### config.mk
export PLATFORM = sky130hd
export DESIGN_NAME = add_multi_accu_seq
export DESIGN_NICKNAME = d
export VERILOG_FILES = /design/src/rtl/mvu_pkg.sv /design/src/rtl/add_multi.sv /design/src/rtl/add_multi_accu_seq.sv
export SDC_FILE = /design/constraint.sdc
export NUM_CORES = 1
export LEC_CHECK = 0
export CORE_MARGIN = 2
export CORE_UTILIZATION = 56
export DETAILED_ROUTE_END_ITERATION = 10
export GPL_TIMING_DRIVEN = 0
export PLACE_DENSITY = 0.93
export SETUP_SLACK_MARGIN = 0.3
export SLEW_MARGIN = 15
export SYNTH_ARGS = -nofsm -noshare
export SYNTH_HDL_FRONTEND = slang
export SYNTH_SLANG_ARGS = --single-unit
export TNS_END_PERCENT = 50
### constraint.sdc
create_clock -name clk -period 5.8 [get_ports clk]
set_input_delay 0.58 -clock clk [delete_from_list [all_inputs] [get_ports clk]]
set_output_delay 0.58 -clock clk [all_outputs]
set_load 0.1 [all_outputs]
### src/rtl/mvu_pkg.sv
// Shared width and latency helpers for the MVU reduction datapath.
// Used at elaboration time only; nothing here becomes logic.
package mvu_pkg;

   // Pipeline depth of an add_multi tree with n inputs.
   function automatic int addtree_latency(input int n);
      int l;
      l = $clog2(n + 1) - 2;
      return (l > 0) ? l : 0;
   endfunction

   // Narrowest width that holds any sum of n args drawn from [arg_lo, arg_hi].
   // (0,0) selects the full unsigned arg_width range. A negative low bound means signed.
   function automatic int sumwidth(input int n, input int arg_width,
                                   input int arg_lo, input int arg_hi);
      longint lo;
      longint hi;
      longint smin;
      longint smax;
      int     w;
      if (arg_lo == 0 && arg_hi == 0) begin
         lo = 0;
         hi = (longint'(1) << arg_width) - 1;
      end else begin
         lo = longint'(arg_lo);
         hi = longint'(arg_hi);
      end
      smin = longint'(n) * lo;
      smax = longint'(n) * hi;
      w    = 1;
      if (lo < 0) begin
         while (w < 63 && ((-(longint'(1) << (w - 1)) > smin) ||
                           (((longint'(1) << (w - 1)) - 1) < smax)))
            w++;
      end else begin
         while (w < 63 && (((longint'(1) << w) - 1) < smax))
            w++;
      end
      return w;
   endfunction

endpackage

### src/rtl/add_multi.sv
// N-input adder with addtree_latency(N) register stages and a global enable.
// It carries no valid of its own; the caller tracks which outputs are meaningful.
module add_multi
   import mvu_pkg::*;
#(
   parameter  int N         = 4,
   parameter  int ARG_WIDTH = 4,
   parameter  int ARG_LO    = 0,
   parameter  int ARG_HI    = 0,
   localparam int SUM_WIDTH = sumwidth(N, ARG_WIDTH, ARG_LO, ARG_HI)
) (
   input  logic                   clk,
   input  logic                   rst,
   input  logic                   en,
   input  logic [N*ARG_WIDTH-1:0] args,
   output logic [SUM_WIDTH-1:0]   sum
);

   localparam bit SIGNED    = (ARG_LO < 0);
   localparam int L         = addtree_latency(N);
   localparam int EXT_WIDTH = (SUM_WIDTH > ARG_WIDTH) ? SUM_WIDTH : ARG_WIDTH;

   logic [SUM_WIDTH-1:0] sum_comb;

   // NOTE: every variable assigned here gets a value before any branch, so no latch is inferred.
   always_comb begin
      logic [EXT_WIDTH-1:0] total;
      total = '0;
      for (int i = 0; i < N; i++) begin
         if (SIGNED) total = total + EXT_WIDTH'($signed(args[i*ARG_WIDTH +: ARG_WIDTH]));
         else        total = total + EXT_WIDTH'(args[i*ARG_WIDTH +: ARG_WIDTH]);
      end
      // Modular arithmetic: the true sum always fits SUM_WIDTH, so truncation is exact.
      sum_comb = total[SUM_WIDTH-1:0];
   end

   if (L == 0) begin : g_comb
      assign sum = sum_comb;
   end else begin : g_pipe
      // Stages sit after the adder so retiming can pull them into the tree levels.
      logic [SUM_WIDTH-1:0] stage_q [L];

      // NOTE: non-blocking assignment so every stage shifts from its pre-edge neighbour.
      // NOTE: the stages are individual flops rather than a RAM, so they take the reset like any register.
      always_ff @(posedge clk) begin
         if (rst) begin
            for (int s = 0; s < L; s++) stage_q[s] <= '0;
         end else if (en) begin
            stage_q[0] <= sum_comb;
            for (int s = 1; s < L; s++) stage_q[s] <= stage_q[s-1];
         end
      end

      assign sum = stage_q[L-1];
   end

endmodule

### src/rtl/add_multi_accu_seq.sv
// Long-vector reduction: one add_multi tree summing N args per beat, accumulated over BEATS beats.
// A valid/last shadow pipeline follows the tree; output back-pressure freezes everything.
module add_multi_accu_seq
   import mvu_pkg::*;
#(
   parameter  int N         = 4,
   parameter  int ARG_WIDTH = 4,
   parameter  int ARG_LO    = 0,
   parameter  int ARG_HI    = 0,
   parameter  int BEATS     = 3,
   localparam int ACC_WIDTH = sumwidth(N * BEATS, ARG_WIDTH, ARG_LO, ARG_HI)
) (
   input  logic                   clk,
   input  logic                   rst,
   input  logic [N*ARG_WIDTH-1:0] s_tdata,
   input  logic                   s_tvalid,
   output logic                   s_tready,
   output logic [ACC_WIDTH-1:0]   m_tdata,
   output logic                   m_tvalid,
   input  logic                   m_tready
);

   localparam bit                    SIGNED    = (ARG_LO < 0);
   localparam int                    L         = addtree_latency(N);
   localparam int                    SUM_WIDTH = sumwidth(N, ARG_WIDTH, ARG_LO, ARG_HI);
   localparam int                    CNT_WIDTH = (BEATS > 1) ? $clog2(BEATS) : 1;
   localparam logic [CNT_WIDTH-1:0]  CNT_LAST  = CNT_WIDTH'(BEATS - 1);

   logic                 stall;
   logic                 en;
   logic                 accept;
   logic [SUM_WIDTH-1:0] sum;
   logic [L:0]           vld;
   logic [L:0]           lst;
   logic [CNT_WIDTH-1:0] cnt_q, cnt_d;
   logic [ACC_WIDTH-1:0] acc_q, acc_d;
   logic [ACC_WIDTH-1:0] sum_ext;
   logic [ACC_WIDTH-1:0] acc_next;
   logic [ACC_WIDTH-1:0] m_tdata_q, m_tdata_d;
   logic                 m_tvalid_q, m_tvalid_d;
   logic                 first_q, first_d;

   // Ready depends only on the output side, never on s_tvalid.
   assign stall    = m_tvalid_q & ~m_tready;
   assign en       = ~stall & ~rst;
   assign s_tready = en;
   assign accept   = s_tvalid & en;

   add_multi #(
      .N         (N),
      .ARG_WIDTH (ARG_WIDTH),
      .ARG_LO    (ARG_LO),
      .ARG_HI    (ARG_HI)
   ) u_tree (
      .clk  (clk),
      .rst  (rst),
      .en   (en),
      .args (s_tdata),
      .sum  (sum)
   );

   assign vld[0] = accept;
   assign lst[0] = (cnt_q == CNT_LAST);

   if (L > 0) begin : g_track
      logic [L:1] vld_q;
      logic [L:1] lst_q;

      always_ff @(posedge clk) begin
         if (rst) begin
            vld_q <= '0;
            lst_q <= '0;
         end else if (en) begin
            vld_q <= vld[L-1:0];
            lst_q <= lst[L-1:0];
         end
      end

      assign vld[L:1] = vld_q;
      assign lst[L:1] = lst_q;
   end

   always_comb begin
      cnt_d      = cnt_q;
      acc_d      = acc_q;
      first_d    = first_q;
      m_tdata_d  = m_tdata_q;
      m_tvalid_d = m_tvalid_q;

      if (SIGNED) sum_ext = ACC_WIDTH'($signed(sum));
      else        sum_ext = ACC_WIDTH'(sum);
      acc_next = (first_q ? '0 : acc_q) + sum_ext;

      if (accept) cnt_d = lst[0] ? '0 : cnt_q + CNT_WIDTH'(1);

      if (m_tvalid_q && m_tready) m_tvalid_d = 1'b0;

      // A last beat arriving on a consumed result reloads m_tvalid in the same cycle.
      if (en && vld[L]) begin
         if (lst[L]) begin
            m_tdata_d  = acc_next;
            m_tvalid_d = 1'b1;
            acc_d      = '0;
            first_d    = 1'b1;
         end else begin
            acc_d      = acc_next;
            first_d    = 1'b0;
         end
      end
   end

   always_ff @(posedge clk) begin
      if (rst) begin
         cnt_q      <= '0;
         acc_q      <= '0;
         first_q    <= 1'b1;
         m_tdata_q  <= '0;
         m_tvalid_q <= 1'b0;
      end else begin
         cnt_q      <= cnt_d;
         acc_q      <= acc_d;
         first_q    <= first_d;
         m_tdata_q  <= m_tdata_d;
         m_tvalid_q <= m_tvalid_d;
      end
   end

   assign m_tdata  = m_tdata_q;
   assign m_tvalid = m_tvalid_q;

endmodule

==> results of run 1 <==
[layer usage]
layer | wire length, um | GRT usage (%) | vias up
met5 | 0 | 0 | -
li1 | - | - | 720
met1 | 1360 | 24.9 | 656
met2 | 1850 | 42.9 | 43
met3 | 146 | 1.97 | 9
met4 | 55 | 8.25 | 0
[path summary, 6_finish.rpt]
kind / to / cells past startpoint / from / slack (ps)
min reg2reg: m_tdata[7] / 2 / m_tdata[7] / 470
min: m_tdata[7] / 2 / m_tdata[7] / 470
max: u_tree.g_pipe.stage_q[0][4] / 12 / s_tdata[0] / 2580
max reg2reg: acc_q[7] / 9 / first_q / 3250
[power by group]
part           internal [mW]  switching, mW  total (mW)  leakage (nW)
Sequential             0.218        0.00753       0.225         0.248
Combinational         0.0665         0.0745       0.141         0.638
Clock                 0.0270         0.0573      0.0843        0.0150
[state kept, by name, indices dropped and copies added, names as in the netlist]
| name | flops |
|---|---|
| first_q | 1 |
| m_tvalid | 1 |
| m_tdata | 8 |
| cnt_q | 2 |
| u_tree.g_pipe.stage_q | 6 |
| g_track.vld_q | 1 |
| g_track.lst_q | 1 |
| acc_q | 8 |
[worst min-delay path, delay by kind of cell (launching register included)]
kind / cells / cell delay (ps)
AO/OA/AOI/OAI: 1 / 50
flip-flops: 1 / 340
AND/OR/NAND/NOR: 1 / 50
[synth_stat cells, drive strengths merged]
library cell   n
nor2          11
a211oi         1
a21oi         11
and3           4
nand2b         4
a32o           1
and2           1
xor2           6
o31a           1
a31o           1
fa             7
nor3           4
o21ai         11
nand3          9
nand2         14
mux2           1
edfxtp         6
buf            4
ha            14
nor4           1
a22oi          2
nor2b          9
o311ai         1
o21a           1
inv           24
or3            2
o21bai         1
or4b           1
o31ai          5
clkbuf         2
dfxtp         22
o2111ai        1
xnor2          2
a21o           4
a31oi          2
[layout make-up]
type                       count  area, sq um  share of cell area [%]
multi-input combinational    133          983                    47.1
buffer                         6         35.0                    1.68
clock buffer                   4         26.3                    1.26
inverter                      24         90.1                    4.32
timing repair buffer          29          290                    13.9
sequential                    28          621                    29.7
tap                           33         41.3                    1.98
[logic make-up (layout without fill, tap and decap cells)]
logic type               after synthesis  in the layout  share of synthesized area (%)
AO/OA/AOI/OAI                         43             43                           16.4
XOR/XNOR                               8              8                           4.05
adder cells (fa/ha/maj)               21             21                           18.2
buffers and inverters                 30             63                           7.24
flip-flops                            28             28                           35.9
multiplexers                           1              1                          0.651
AND/OR/NAND/NOR                       60             60                           17.5
==> impl_metrics.csv, run 1 <==
group,metric,value,unit
status,status,"completed",
setup_path,cp_cell_sequence,"clkdlybuf4s50_1 > ha_1 > inv_1 > fa_1 > xor2_1 > fa_1 > inv_1 > ha_1 > a21o_1 > a21oi_1 > xor2_1 > nor2_1",
final_layout,area_growth,20.7,%
yosys,syn-instance-count,191,
clocking,cts_max_level,1,
yosys,syn_area,1730,sq um
final_layout,layout.filler_cells,254,
timing,fin_worst_skew,13.9,ps
die,design.portCount,30,
clocking,clkSinkCount,28,
global_route,grt_overflow,0,
placement,gp_congestion,0.849,
final_layout,post_route_cells_drive_above_1_share,5.80,%
yosys,synthDominantCellAreaShare,25.5,%
setup_path,timing.critical_path.slowest_cell_delay,500,ps
power,power-per-cell-area,216,nW/um^2
clocking,clkSlewWorstSetupHoldPaths,150,ps
power,leakage,0.901,nW
route,first_iteration_detailed_routing_drc_count,50,
clocking,clk-insertion-delay-late,330,ps
timing,final_max_slew_viol_count,0,
clocking,clock_buffer_count_from_cts,3,
yosys,seq_area_frac_synth,35.9,%
clocking,longest_clk_path_bufs,2,
final_layout,insertedDiodeCount,0,
yosys,yosysWarningCount,0,
yosys,postSynthAreaPerCell,9.05,sq um
route,routed_wirelength,3.41,mm
final_layout,commonest_cells_after_routing_fill_and_taps_aside,"29 x clkdlybuf4s50_1, 24 x inv_1, 22 x dfxtp_1, 14 x nand2_1, 14 x ha_1",
timing,rsz0062_at_grt,"no",
setup_path,worst-setup-path-type,"primary input to register",
setup_path,count_of_buffer_and_inverter_cells_on_the_critical_path,3,
route,via_count,1428,
flow_run,maxCapViolCount,0,
placement,place.detailed.instances,253,
die,fp-row-count,20,
route,detail-route-antenna-nets,0,
yosys,flop_and_latch_count_out_of_synthesis,28,
clocking,post_cts.repair.setup_buffers,0,
timing,layout_worst_path_cycle_share,55.5,%
timing,holdWs,467,ps
setup_path,element_type_at_the_critical_path_end,"register",
clocking,hold_fix_buffers_at_cts,0,
final_layout,layout.cell_area.non_filler,2090,sq um
timing,max_slew_margin,35.7,%
global_route,antenna_found_initial,0,
power,vdd.ir_drop.worst,0.0000958,V
timing,timing.setup.tns,0,ps
route,drt_drc_violations_left,0,
clocking,cts.repair.resized,0,
global_route,grt_max_degree,16,
placement,placed_cell_area,2060,sq um
timing,transition_time_at_the_pin_with_the_least_slew_margin,962,ps
die,floorplan.die_area,3550,sq um
setup_path,critical-path-top-delay-family,"adder cells",
clocking,ctsRootBufferMaster,"clkbuf_4",
global_route,grt_pass1_vias,1412,
setup_path,path_max_fanout,2,
placement,port_buffers,29,
die,floorplan.core_area,3000,sq um
timing,hold_viol,0,
yosys,synth.top_cells.by_area,"dfxtp_1 25%, edfxtp_1 10%, ha_1 10%",
die,dieHeight,59.6,um
setup_path,req_time_crit_path,5920,ps
die,start_util,57.6,%
final_layout,finish.cell_count_without_fillers,257,
placement,hpwl,2.74,mm
timing,time_the_worst_path_needs_with_i_o_delays_and_setup,3220,ps
global_route,grt_first_pass_wirelength,5.89,mm
yosys,ys_types,39,
clocking,cts_tree,"built",
timing,fmaxAchievable,311,MHz
power,fin_total_pwr,451,uW
timing,report.final.setup_viol,0,
global_route,grt_usage,22.2,%
hold_path,hold_path_class,"register to register",
route,drt-vias-per-instance,5.56,
setup_path,slowest_stage,"fa_1",
yosys,synthDominantAreaCellType,"dfxtp_1",
final_layout,final_net_count,266,
timing,fin_ws,2580,ps
die,die_width,59.6,um
final_layout,mostFrequentLayoutCell,"clkdlybuf4s50_1",
route,wire_per_inst,13.3,um
yosys,postSynthNetCount,232,
setup_path,arrival,3330,ps
final_layout,final_core_utilization,69.5,%
route,firstDrtPassIters,4,
setup_path,start_kind,"primary input",
placement,place_worst_setup_slack,2210,ps
(Power assumes the default switching activity.)
==> inputs of run 2 (changes only) <==
--- a/config.mk
+++ b/config.mk
@@ -6,10 +6,10 @@
 export NUM_CORES = 1
 export LEC_CHECK = 0
 export CORE_MARGIN = 2
-export CORE_UTILIZATION = 56
+export CORE_UTILIZATION = 52
 export DETAILED_ROUTE_END_ITERATION = 10
 export GPL_TIMING_DRIVEN = 0
-export PLACE_DENSITY = 0.93
+export PLACE_DENSITY = 0.88
 export SETUP_SLACK_MARGIN = 0.3
 export SLEW_MARGIN = 15
 export SYNTH_ARGS = -nofsm -noshare
==> constraint.sdc (replaced) <==
create_clock -name clk -period 3 [get_ports clk]
set_input_delay 0.3 -clock clk [delete_from_list [all_inputs] [get_ports clk]]
set_output_delay 0.3 -clock clk [all_outputs]
set_load 0.1 [all_outputs]
==> run 2 against run 1 <==
Compared with the run above: critical path depth is 1 lower; count of clock-buffer cells in the layout stayed put; power is 110% higher; worst setup slack worse by 2200 ps.
==> impl_metrics.csv, run 2 (synthesis gave the netlist of run 1 again) <==
group,metric,value,unit
route,wire_per_inst,12.6,um
power,switchingPower,279,uW
timing,holdWs,466,ps
placement,placed_cell_area,2070,sq um
placement,gp_congestion,0.894,
setup_path,r2r-end,"m_tdata[5]",
timing,max_slew_margin,35.0,%
power,pwr-share-comb,30.6,%
global_route,grt_usage,20.5,%
setup_path,count_of_buffer_and_inverter_cells_on_the_critical_path,3,
power,clockPowerShare,23.0,%
die,fp-row-count,20,
power,vdd.ir_drop.worst,0.000233,V
setup_path,worst-r2r-setup-slack,460,ps
clocking,longest_clk_path_bufs,2,
final_layout,finish.cell_count_without_fillers,269,
global_route,antenna_found_initial,0,
route,drt_drc_violations_left,0,
timing,final_max_slew_viol_count,0,
final_layout,final_net_count,267,
route,routed_wirelength,3.38,mm
power,reg_power_share,46.4,%
die,dieHeight,61.7,um
final_layout,layout.cell_area.non_filler,2170,sq um
timing,layout_worst_path_cycle_share,87.8,%
hold_path,min-delay-start,"m_tdata[7]",
die,die_width,61.7,um
hold_path,min_to,"m_tdata[7]",
status,status,"completed",
setup_path,worst-setup-path-type,"primary input to register",
route,via_count,1404,
route,firstDrtPassIters,4,
setup_path,timing.rr.start,"first_q",
setup_path,start_kind,"primary input",
global_route,grt_overflow,0,
timing,rsz0062_at_grt,"yes",
setup_path,arrival,2740,ps
power,leakage,0.925,nW
route,first_iteration_detailed_routing_drc_count,37,
final_layout,insertedDiodeCount,0,
final_layout,mostFrequentLayoutCell,"clkdlybuf4s50_1",
clocking,cts_max_level,1,
die,design.portCount,30,
power,internal_power,661,uW
route,detail-route-antenna-nets,0,
clocking,cts_tree,"built",
timing,hold_viol,0,
clocking,hold_fix_buffers_at_cts,0,
hold_path,hold_path_class,"register to register",
setup_path,critical-path-top-delay-family,"adder cells",
die,floorplan.core_area,3100,sq um
clocking,ctsRootBufferMaster,"clkbuf_4",
setup_path,element_type_at_the_critical_path_end,"register",
placement,hpwl,2.73,mm
final_layout,commonest_cells_after_routing_fill_and_taps_aside,"26 x clkdlybuf4s50_1, 22 x inv_1, 22 x dfxtp_1, 14 x nand2_1",
final_layout,area_growth,25.5,%
global_route,grt_max_degree,17,
setup_path,ff2ff_path_depth,9,
power,power_switching_share,29.7,%
route,drt-vias-per-instance,5.22,
hold_path,hold_depth,2,
timing,timing.setup.tns,0,ps
final_layout,post_route_cells_drive_above_1_share,11.6,%
clocking,clk-insertion-delay-late,340,ps
power,fin_total_pwr,940,uW
timing,time_the_worst_path_needs_with_i_o_delays_and_setup,2630,ps
placement,port_buffers,29,
timing,fin_worst_skew,10.0,ps
setup_path,timing.critical_path.slowest_cell_delay,540,ps
power,power-per-cell-area,433,nW/um^2
setup_path,cp_cell_sequence,"clkdlybuf4s50_1 > inv_1 > fa_2 > xor2_2 > fa_1 > inv_2 > ha_4 > a21o_1 > a21oi_2 > xor2_1 > nor2_1",
global_route,grt_pass1_vias,1387,
setup_path,slowest_stage,"fa_1",
global_route,grt_first_pass_wirelength,5.71,mm
clocking,clkSlewWorstSetupHoldPaths,140,ps
die,floorplan.die_area,3800,sq um
clocking,clock_buffer_count_from_cts,3,
setup_path,req_time_crit_path,3110,ps
placement,place.detailed.instances,264,
timing,fmaxAchievable,380,MHz
die,start_util,55.7,%
flow_run,maxCapViolCount,0,
timing,transition_time_at_the_pin_with_the_least_slew_margin,972,ps
clocking,clkSinkCount,28,
setup_path,path_max_fanout,2,
timing,report.final.setup_viol,0,
run 2: how the worst max path moves through the flow:
stage               startpoint                          end  slack (ps)  depth (start not counted)
global route        s_tdata[1]  u_tree.g_pipe.stage_q[0][4]         280                         11
detailed placement  s_tdata[4]  u_tree.g_pipe.stage_q[0][5]        -280                         11
global placement    s_tdata[0]  u_tree.g_pipe.stage_q[0][5]        -200                         11
CTS                 s_tdata[1]  u_tree.g_pipe.stage_q[0][5]         320                         10
finish              s_tdata[1]  u_tree.g_pipe.stage_q[0][4]         370                         11
floorplan           s_tdata[0]  u_tree.g_pipe.stage_q[0][5]         320                         10
run 2: layout make-up:
cell class,count,area [sq um]
Buffer,6,35.0
Clock buffer,4,47.5
Fill cell,264,932
Inverter,24,90.1
Multi-Input combinational cell,133,1020
Sequential cell,28,621
Tap cell,44,55.1
Timing Repair Buffer,30,298
run 2: repair_timing:
action / 4_1_cts / 5_1_grt
endpoints found under the setup margin: 3 / 3
hold endpoints to repair: 0 / 0
setup buffers: 1 / 0
pin swaps: 10 / 1
resized for setup: 12 / 2
run 2: tightest hold or removal path, cell delays in order (launching register included):
cell and delay, ps:
dfxtp_1 340, nand2_1 50, o31ai_1 50
run 2: per-layer routing:
layer | wire length (um) | track usage, %
met1 | 1480 | 23.1
met2 | 1730 | 38.8
met3 | 78 | 1.47
met4 | 91 | 9.42
met5 | 0 | 0
run 2: through the flow:
stage                     setup WS (ps)  util, %
after floorplan                     322        -
after global placement             -199     66.9
after detailed placement           -285     66.9
after CTS                           317     69.8
after global routing                282     70.0
final                               365     70.0
run 2: power groups by stage:
stage / Clock [mW] / Sequential [mW] / Combinational, mW
after floorplan: 0 / 0.442 / 0.194
after global placement: 0 / 0.442 / 0.255
after detailed placement: 0 / 0.444 / 0.267
after CTS: 0.218 / 0.436 / 0.288
after global routing: 0.233 / 0.441 / 0.328
final: 0.216 / 0.436 / 0.288
